**src/rtl/mips_cpu_pkg.sv**
```systemverilog
// Shared types and constants for the MIPS CPU writeback path.
package mips_cpu_pkg;

    localparam int unsigned REG_ADDR_W = 5;
    localparam int unsigned DATA_W     = 32;
    localparam int unsigned NUM_REGS   = 32;
    localparam logic [REG_ADDR_W-1:0] REG_ZERO = 5'd0;

    typedef enum logic {
        WB_CLEAR = 1'b0,
        WB_RUN   = 1'b1
    } wb_state_t;

    // One-hot decode of a register address.
    function automatic logic [NUM_REGS-1:0] reg_decode(input logic [REG_ADDR_W-1:0] addr);
        return {{(NUM_REGS-1){1'b0}}, 1'b1} << addr;
    endfunction

endpackage

```
**src/rtl/mips_cpu_rr_arbiter.sv**
```systemverilog
// Combinational round-robin arbiter: grants the first request strictly after the pointer.
module mips_cpu_rr_arbiter #(
    parameter int unsigned N = 3,
    localparam int unsigned IDX_W = (N > 1) ? $clog2(N) : 1
) (
    input  logic [N-1:0]     req,
    input  logic [IDX_W-1:0] pointer,
    input  logic             enable,
    output logic [N-1:0]     grant
);

    localparam int unsigned SUM_W = IDX_W + 1;
    localparam logic [SUM_W-1:0] N_S = SUM_W'(N);

    logic [SUM_W-1:0] sum_s;
    logic [IDX_W-1:0] idx_s;
    logic             found_s;

    // Walk one full lap starting just after the pointer; the first hit wins.
    always_comb begin
        grant   = '0;
        found_s = 1'b0;
        sum_s   = '0;
        idx_s   = '0;
        for (int k = 1; k <= int'(N); k++) begin
            sum_s = {1'b0, pointer} + SUM_W'(k);
            if (sum_s >= N_S) begin
                idx_s = IDX_W'(sum_s - N_S);
            end else begin
                idx_s = IDX_W'(sum_s);
            end
            grant[idx_s] = grant[idx_s] | (enable & req[idx_s] & ~found_s);
            found_s      = found_s | (enable & req[idx_s]);
        end
    end

endmodule

```
**src/rtl/mips_cpu_regfile_wb_arbiter.sv**
```systemverilog
// Shares the register file write port between writeback requesters and
// sequences the register file clear after reset.
module mips_cpu_regfile_wb_arbiter
    import mips_cpu_pkg::*;
#(
    parameter int unsigned NUM_REQ      = 3,
    parameter int unsigned CLEAR_CYCLES = 2
) (
    input  logic                          clk,
    input  logic                          reset_n,
    input  logic [NUM_REQ-1:0]            req_valid,
    input  logic [NUM_REQ*REG_ADDR_W-1:0] req_reg,
    input  logic [NUM_REQ*DATA_W-1:0]     req_data,
    output logic [NUM_REQ-1:0]            req_ready,
    output logic                          rf_reset,
    output logic                          rf_write_en,
    output logic [REG_ADDR_W-1:0]         rf_write_reg,
    output logic [DATA_W-1:0]             rf_write_data,
    output logic [NUM_REGS-1:0]           pending_mask,
    output logic                          busy
);

    localparam int unsigned PTR_W = $clog2(NUM_REQ);
    localparam int unsigned CNT_W = $clog2(CLEAR_CYCLES) + 1;
    localparam logic [CNT_W-1:0] CNT_LAST = CNT_W'(CLEAR_CYCLES - 1);
    localparam logic [PTR_W-1:0] PTR_LAST = PTR_W'(NUM_REQ - 1);

    wb_state_t             state_r;
    wb_state_t             state_nxt_s;
    logic [CNT_W-1:0]      clr_cnt_r;
    logic [CNT_W-1:0]      clr_cnt_nxt_s;
    logic [PTR_W-1:0]      ptr_r;
    logic [NUM_REQ-1:0]    grant_s;
    logic                  grant_any_s;
    logic [PTR_W-1:0]      grant_idx_s;
    logic [REG_ADDR_W-1:0] sel_reg_s;
    logic [DATA_W-1:0]     sel_data_s;
    logic                  rf_write_en_r;
    logic [REG_ADDR_W-1:0] rf_write_reg_r;
    logic [DATA_W-1:0]     rf_write_data_r;

    mips_cpu_rr_arbiter #(.N(NUM_REQ)) u_arb (
        .req     (req_valid),
        .pointer (ptr_r),
        .enable  (state_r == WB_RUN),
        .grant   (grant_s)
    );

    assign grant_any_s = |grant_s;

    // Next-state logic for the clear sequencer.
    always_comb begin
        state_nxt_s   = state_r;
        clr_cnt_nxt_s = clr_cnt_r;
        case (state_r)
            WB_CLEAR: begin
                if (clr_cnt_r == CNT_LAST) begin
                    state_nxt_s   = WB_RUN;
                    clr_cnt_nxt_s = '0;
                end else begin
                    clr_cnt_nxt_s = clr_cnt_r + CNT_W'(1);
                end
            end
            WB_RUN: begin
                state_nxt_s   = WB_RUN;
                clr_cnt_nxt_s = '0;
            end
            default: begin
                state_nxt_s   = WB_CLEAR;
                clr_cnt_nxt_s = '0;
            end
        endcase
    end

    // AND-OR mux of the granted requester's index, register and data.
    always_comb begin
        grant_idx_s = '0;
        sel_reg_s   = '0;
        sel_data_s  = '0;
        for (int i = 0; i < int'(NUM_REQ); i++) begin
            grant_idx_s = grant_idx_s | (PTR_W'(i) & {PTR_W{grant_s[i]}});
            sel_reg_s   = sel_reg_s | (req_reg[i*REG_ADDR_W +: REG_ADDR_W] & {REG_ADDR_W{grant_s[i]}});
            sel_data_s  = sel_data_s | (req_data[i*DATA_W +: DATA_W] & {DATA_W{grant_s[i]}});
        end
    end

    // Sequencer state, clear counter and round-robin pointer.
    always_ff @(posedge clk or negedge reset_n) begin
        if (!reset_n) begin
            state_r   <= WB_CLEAR;
            clr_cnt_r <= '0;
            ptr_r     <= PTR_LAST;
        end else begin
            state_r   <= state_nxt_s;
            clr_cnt_r <= clr_cnt_nxt_s;
            if (grant_any_s) begin
                ptr_r <= grant_idx_s;
            end
        end
    end

    // Output stage; writes to $zero are consumed but never enabled.
    always_ff @(posedge clk or negedge reset_n) begin
        if (!reset_n) begin
            rf_write_en_r   <= 1'b0;
            rf_write_reg_r  <= '0;
            rf_write_data_r <= '0;
        end else if (grant_any_s) begin
            rf_write_en_r   <= (sel_reg_s != REG_ZERO);
            rf_write_reg_r  <= sel_reg_s;
            rf_write_data_r <= sel_data_s;
        end else begin
            rf_write_en_r   <= 1'b0;
        end
    end

    assign req_ready     = grant_s;
    assign rf_reset      = (state_r == WB_CLEAR);
    assign busy          = (state_r == WB_CLEAR);
    assign rf_write_en   = rf_write_en_r;
    assign rf_write_reg  = rf_write_reg_r;
    assign rf_write_data = rf_write_data_r;
    assign pending_mask  = reg_decode(rf_write_reg_r) & {NUM_REGS{rf_write_en_r}};

endmodule

```
**config.mk**
```make
export PLATFORM = sky130hd
export DESIGN_NAME = mips_cpu_regfile_wb_arbiter
export DESIGN_NICKNAME = d
export VERILOG_FILES = /design/src/rtl/mips_cpu_pkg.sv /design/src/rtl/mips_cpu_rr_arbiter.sv /design/src/rtl/mips_cpu_regfile_wb_arbiter.sv
export SDC_FILE = /design/constraint.sdc
export NUM_CORES = 1
export LEC_CHECK = 0
export ABC_AREA = 1
export BUFFER_PORTS_ARGS = -buffer_cell sky130_fd_sc_hd__buf_2
export CAP_MARGIN = 30
export CORE_MARGIN = 5
export CORE_UTILIZATION = 43
export CTS_CLUSTER_DIAMETER = 120
export DETAILED_ROUTE_END_ITERATION = 10
export GPL_TIMING_DRIVEN = 0
export MAX_ROUTING_LAYER = met4
export PLACE_DENSITY = 0.8
export SLEW_MARGIN = 0
export SYNTH_ARGS = -nofsm -noshare
export SYNTH_HDL_FRONTEND = slang
export SYNTH_SLANG_ARGS = --single-unit
```
**constraint.sdc**
```tcl
create_clock -name clk -period 3.43 [get_ports clk]
set_input_delay 0.5145 -clock clk [delete_from_list [all_inputs] [get_ports clk]]
set_output_delay 0.5145 -clock clk [all_outputs]
set_load 0.02 [all_outputs]
```
==> metrics.csv, run 1 <==
metric,value,unit
max cap viols,0,
largest cells by area after synthesis,"dfrtp_1 (36%), nand2_1 (15%), nand4_2 (13%)",
first-pass iteration count of the detailed router,4,
asr flop ratio synth,100.0,%
final WL,9.071,mm
Mapped Nets,491,
Num CTS Buffers,5,
RSZ-0062 raised after global routing,false,
Mapped Cells,372,
placed cell area,4036,um2
Finished Layout Cells,651,
Synth Area in Simple Gates,51.65,%
Final min period,3.223,ns
TritonCTS Sinks,43,
# fillers,621,
VDD IR-drop max,1.006,mV
Die H,92.94,um
slew margin rel.,65.13,%
Post-Synth Adder-Cell Area,1.269,%
Yosys top cell area share,35.53,%
number of library cell types mapped by synthesis,28,
"count leader, synth",nand2_1,
main combinational cell family by area after synthesis,simple AND/OR/NAND/NOR gates,
fin nets,689,
max reg flops,32,
CTS Hold Bufs,0,
Syn Area/Cell,7.951,um2
Tot Pwr,5.893,mW
Initial Util,43.78,%
number of flops mapped to enable cells by yosys,0,
hpwl dp,7.548,mm
routed wire length per instance,13.93,um
CP max FO,16,
leak pwr,2.169,nW
CP Launch Type,flop,
Slew @ Worst Pin,0.5231,ns
mux cell area share after synthesis,0,%
Area Growth Syn to Fin,40.69,%
sequential fraction of the synthesis area,36.42,%
Synth Area in Compound Gates,3.130,%
status,finished clean,
final hold slack,0.1826,ns
row cnt,30,
first-pass GRT wire length,15.05,mm
xor/xnor share of the synthesized area,0,%
layout cell share with drive strength beyond 1,52.36,%
mapped cell area,2958,um2
Root Driver,clkbuf_8,
clk buf depth,2,
Synth Register Bits,43,
PwrDens,1416,nW/um2
crit end category,primary output,
Hold Fails Final Rpt,0,
Total GRT Usage,22.05,%
type of the worst setup path,flop to primary output,
Fin Setup TNS,0,ns
Floorplan Core Area,6756,um2
CTS tree,done,
Clock transition at path regs,0.09,ns
antenna violations before repair,0,
top_reg_cell synth,dfrtp_1,
GP Congestion,0.8596,
grt ovf,0,
pin count of the biggest net entering global routing,25,
n_diodes,0,
final setup violation count,0,
Post-Layout Inst Area,4161,um2
yosys warns,0,
fmax,310.3,MHz
"area leader, netlist",dfrtp_1,
IO buf count,190,
vias in the first global route,3415,
Placed Cells,643,
Final Cycle Share,93.96,%
CP arrival,2.71,ns
critical path required time,2.92,ns
max-slew violation count,0,
CTS H-tree depth,2,
most frequent cells after synthesis,"nand2_1 (116), dfrtp_1 (42), nor2_1 (40)",
via/cell ratio,5.060,
Hold Crit Class,input port to asynchronous set/reset pin,
DRC Markers,0,
Iter 0 DRT Violations,99,
ANT nets after route,0,
via count,3294,
Worst-Skew Late Latency,0.29,ns
die area,8637,um2
clock skew,0.01035,ns
IO Pins,191,
Horiz. Die Dim,92.94,um
-- metal layers --
| metal | vias to the layer above | part of all wire [%] | global-route usage, % |
|---|---|---|---|
| li1 | 1631 | - | - |
| met5 | - | 0 | - |
| met3 | 22 | 7.0 | 4.468 |
| met1 | 1492 | 39 | 24.53 |
| met2 | 149 | 51 | 38.75 |
| met4 | 0 | 2.4 | 8.547 |
-- worst max-delay path, cell delays in order (launching register included) --
cell      delay (ns)
dfstp_2         0.54
inv_1           0.06
ha_1            0.27
buf_4           0.17
inv_2           0.05
nand2_1         0.05
nand3_2         0.09
nand2_2         0.07
nand3_2         0.09
nand2_1         0.07
nand2_2         0.08
nand2_2         0.06
nand3_4         0.08
nand3_2         0.12
nand2_2         0.15
clkinv_2        0.23
buf_2           0.25
-- per-stage QoR --
step	util, %	worst slack, ns
detailed placement	59.74	0.3395
floorplan	-	0.8109
global placement	59.33	0.3921
CTS	61.41	0.007934
global route	61.59	0.005638
finish	61.59	0.2071
-- cells by family after synthesis --
logic type,count (synthesis)
AOI/OAI and AO/OA,13
adders and majority gates,3
buffers and inverters,40
DFF,43
and+or+nand+nor,273
-- cell usage in the layout (no fill, tap or decap), types with 6 or more instances in the layout --
cell / synthesis / routed
buf_2: 9 / 196
nor2_1: 40 / 40
nand4_2: 30 / 30
nand2_2: 37 / 37
nand2_1: 116 / 116
clkbuf_1: 6 / 6
inv_1: 9 / 9
dfrtp_1: 42 / 42
nand4_1: 21 / 21
nand3_1: 20 / 20
-- worst paths after layout --
kind                            slack [ns]           endpoint  cells past startpoint          from
worst min-delay path                  0.18  rf_write_data[29]                      1       reset_n
worst min register to register        0.44       clr_cnt_r[0]                      1  clr_cnt_r[0]
min in group clk                      0.44       clr_cnt_r[0]                      1  clr_cnt_r[0]
worst max register to register        0.68  rf_write_data[29]                     18      ptr_r[1]
max in group asynchronous             2.74       clr_cnt_r[0]                      2       reset_n
worst max-delay path                  0.21       req_ready[1]                     16      ptr_r[1]
-- power by group --
group	total, mW	internal (mW)	switching (mW)	leakage, nW
sequential	0.964	0.809	0.155	0.492
clock	0.400	0.217	0.183	0.0581
combinational	4.53	1.65	2.88	1.62
-- final cells by class --
cell class | instances | area, um2 | share of cell area [%]
timing repair buffer | 194 | 1001 | 24.05
inverter | 20 | 85.08 | 2.044
sequential | 43 | 1077 | 25.89
buffer | 17 | 127.6 | 3.067
clock inverter | 3 | 43.79 | 1.052
multi-input combinational | 289 | 1658 | 39.84
tap | 80 | 100.1 | 2.405
clock buffer | 5 | 68.82 | 1.654
-- repair_timing --
item                                   4_1_cts  5_1_grt
setup endpoints to repair                    0        3
setup buffers                                0        3
resized for setup                            0        4
endpoints found under the hold margin        0        0
Note: power is estimated with default switching activity, not from simulation.
==> run 2, diff against run 1 <==
--- a/config.mk
+++ b/config.mk
@@ -8,11 +8,12 @@
 export ABC_AREA = 1
 export BUFFER_PORTS_ARGS = -buffer_cell sky130_fd_sc_hd__buf_2
 export CAP_MARGIN = 30
-export CORE_MARGIN = 5
+export CORE_MARGIN = 2
 export CORE_UTILIZATION = 43
 export CTS_CLUSTER_DIAMETER = 120
 export DETAILED_ROUTE_END_ITERATION = 10
 export GPL_TIMING_DRIVEN = 0
+export HOLD_SLACK_MARGIN = 0.12
 export MAX_ROUTING_LAYER = met4
 export PLACE_DENSITY = 0.8
 export SLEW_MARGIN = 0
==> run 2 against run 1 <==
First-iteration DRC count stayed put. Non-clock buffer count is 1 lower. Flip-flop and latch count stayed put. Final cell count is 0.15% lower. Clock power is 20% lower. Worst setup slack better by 0.023 ns. Count of clock-buffer cells in the layout is 1 higher. Combinational power is 0.9% lower. Global-route usage is 1.2 points higher. Critical path depth is 2 lower. Via count is 0.36% lower. Critical endpoint unchanged. Highest routed layer unchanged.
==> metrics.csv, run 2 (synthesis gave the netlist of run 1 again) <==
metric,value,unit
status,finished clean,
final setup violation count,0,
critical path required time,2.92,ns
first-pass GRT wire length,13.67,mm
most frequent cells in the layout,"buf_2 (196), nand2_1 (116), dfrtp_1 (42)",
PwrDens,1401,nW/um2
pin count of the biggest net entering global routing,23,
Die H,86.94,um
VDD IR-drop max,0.8524,mV
fin nets,688,
max cap viols,0,
multi-input logic area,1658,um2
ANT nets after route,0,
Placed Cells,643,
GP Congestion,0.8590,
row cnt,30,
CTS tree,done,
Fin Setup TNS,0,ns
via count,3282,
Finished Core Util,61.40,%
Initial Util,44.02,%
routed wire length per instance,13.37,um
clock skew,0.005397,ns
leak pwr,2.147,nW
Sequential Area,1077,um2
clk buf depth,2,
TritonCTS Sinks,43,
n_diodes,0,
max reg flops,32,
crit end category,primary output,
CP max stage delay,0.54,ns
Num CTS Buffers,5,
Total GRT Usage,23.26,%
Finished Layout Cells,650,
antenna violations before repair,0,
"most common cell after layout, fill and taps aside",buf_2,
Final Cycle Share,93.28,%
vias in the first global route,2998,
layout cell share with drive strength beyond 1,52.11,%
final WL,8.693,mm
Horiz. Die Dim,86.94,um
Hold Crit Class,input port to asynchronous set/reset pin,
first-pass iteration count of the detailed router,4,
# fillers,603,
"Critical Path, Cell by Cell",inv_1 > ha_1 > buf_4 > inv_2 > nand2_1 > nand3_2 > nand2_2 > nand4_1 > nand3_1 > nand3_4 > nand3_2 > nand2_2 > clkinv_2 > buf_2,
grt ovf,0,
RSZ-0062 raised after global routing,false,
"slowest stage cell, crit path",dfstp_2,
Slew @ Worst Pin,0.5807,ns
type of the worst setup path,flop to primary output,
Clock transition at path regs,0.09,ns
via/cell ratio,5.049,
IO Pins,191,
Area Growth Syn to Fin,39.47,%
CTS Hold Bufs,0,
CP max FO,16,
Final min period,3.200,ns
CP Launch Type,flop,
CTS H-tree depth,2,
crit path buf inv count,5,
Iter 0 DRT Violations,99,
slew margin rel.,61.29,%
fmax,312.5,MHz
DRC Markers,0,
Worst-Skew Late Latency,0.29,ns
Hold Fails Final Rpt,0,
max-slew violation count,0,
Root Driver,clkbuf_8,
family with the most delay on the worst path,simple AND/OR/NAND/NOR gates,
hpwl dp,7.063,mm
CP arrival,2.69,ns
die area,7558,um2
IO buf count,190,
Floorplan Core Area,6719,um2
[run 2: layout make-up]
type / instances / share of cell area, %
buffer: 17 / 3.094
clock buffer: 6 / 1.759
sequential: 43 / 26.11
timing repair buffer: 193 / 24.08
clock inverter: 2 / 0.3033
inverter: 20 / 2.032
tap: 80 / 2.426
multi-input combinational: 289 / 40.19
[run 2: power breakdown]
part	total (mW)	internal [mW]	switching, mW	leakage, nW
Combinational	4.49	1.63	2.86	1.61
Clock	0.321	0.143	0.178	0.0412
Sequential	0.972	0.810	0.162	0.492
[run 2: per-layer routing]
layer  vias to the layer above  global-route usage (%)  part of all wire, %
met2                       140                   42.89                   53
li1                       1627                       -                    -
met5                         -                       -                    0
met1                      1508                   25.85                   40
met4                         0                   4.972                 0.91
met3                         7                   4.550                  6.5
[run 2: worst reg2reg max path, cell delays in order (launching register included)]
cell and delay (ns):
dfstp_2 0.54, inv_1 0.06, ha_1 0.27, buf_4 0.17, inv_2 0.06, nand2_1 0.05, nand3_2 0.08, nand2_2 0.06
nand4_1 0.11, nand3_1 0.13, nand3_4 0.13, nand3_2 0.12, nand2_2 0.15, clkinv_2 0.23, buf_2 0.28, nand2_1 0.11
nand4_2 0.11
[run 2: path summary, 6_finish.rpt]
check	startpoint	end	slack, ns	cells past startpoint
worst max register to register	ptr_r[1]	rf_write_data[12]	0.67	16
min in group clk	clr_cnt_r[0]	clr_cnt_r[0]	0.42	1
worst min-delay path	reset_n	rf_write_data[25]	0.21	1
worst min register to register	clr_cnt_r[0]	clr_cnt_r[0]	0.42	1
worst max-delay path	ptr_r[1]	req_ready[1]	0.23	14
max in group asynchronous	reset_n	ptr_r[1]	2.63	2
[run 2: through the flow]
step	hold WS (ns)	worst slack (ns)	cell area (um2)	power (mW)
6_report	0.2097	0.2304	4125	5.781
4_1_cts	0.2177	0.01180	4121	5.836
3_5_place_dp	0.4122	0.3493	4036	5.508
3_3_place_gp	0.4069	0.3963	4009	5.371
5_1_grt	0.2408	0.03440	4125	6.304
2_1_floorplan	0.2189	0.8109	2958	4.422
[run 2: timing repair]
action | CTS | global route
buffers inserted | 0 | 2
setup endpoints to repair | 0 | 3
resized for setup | 0 | 3
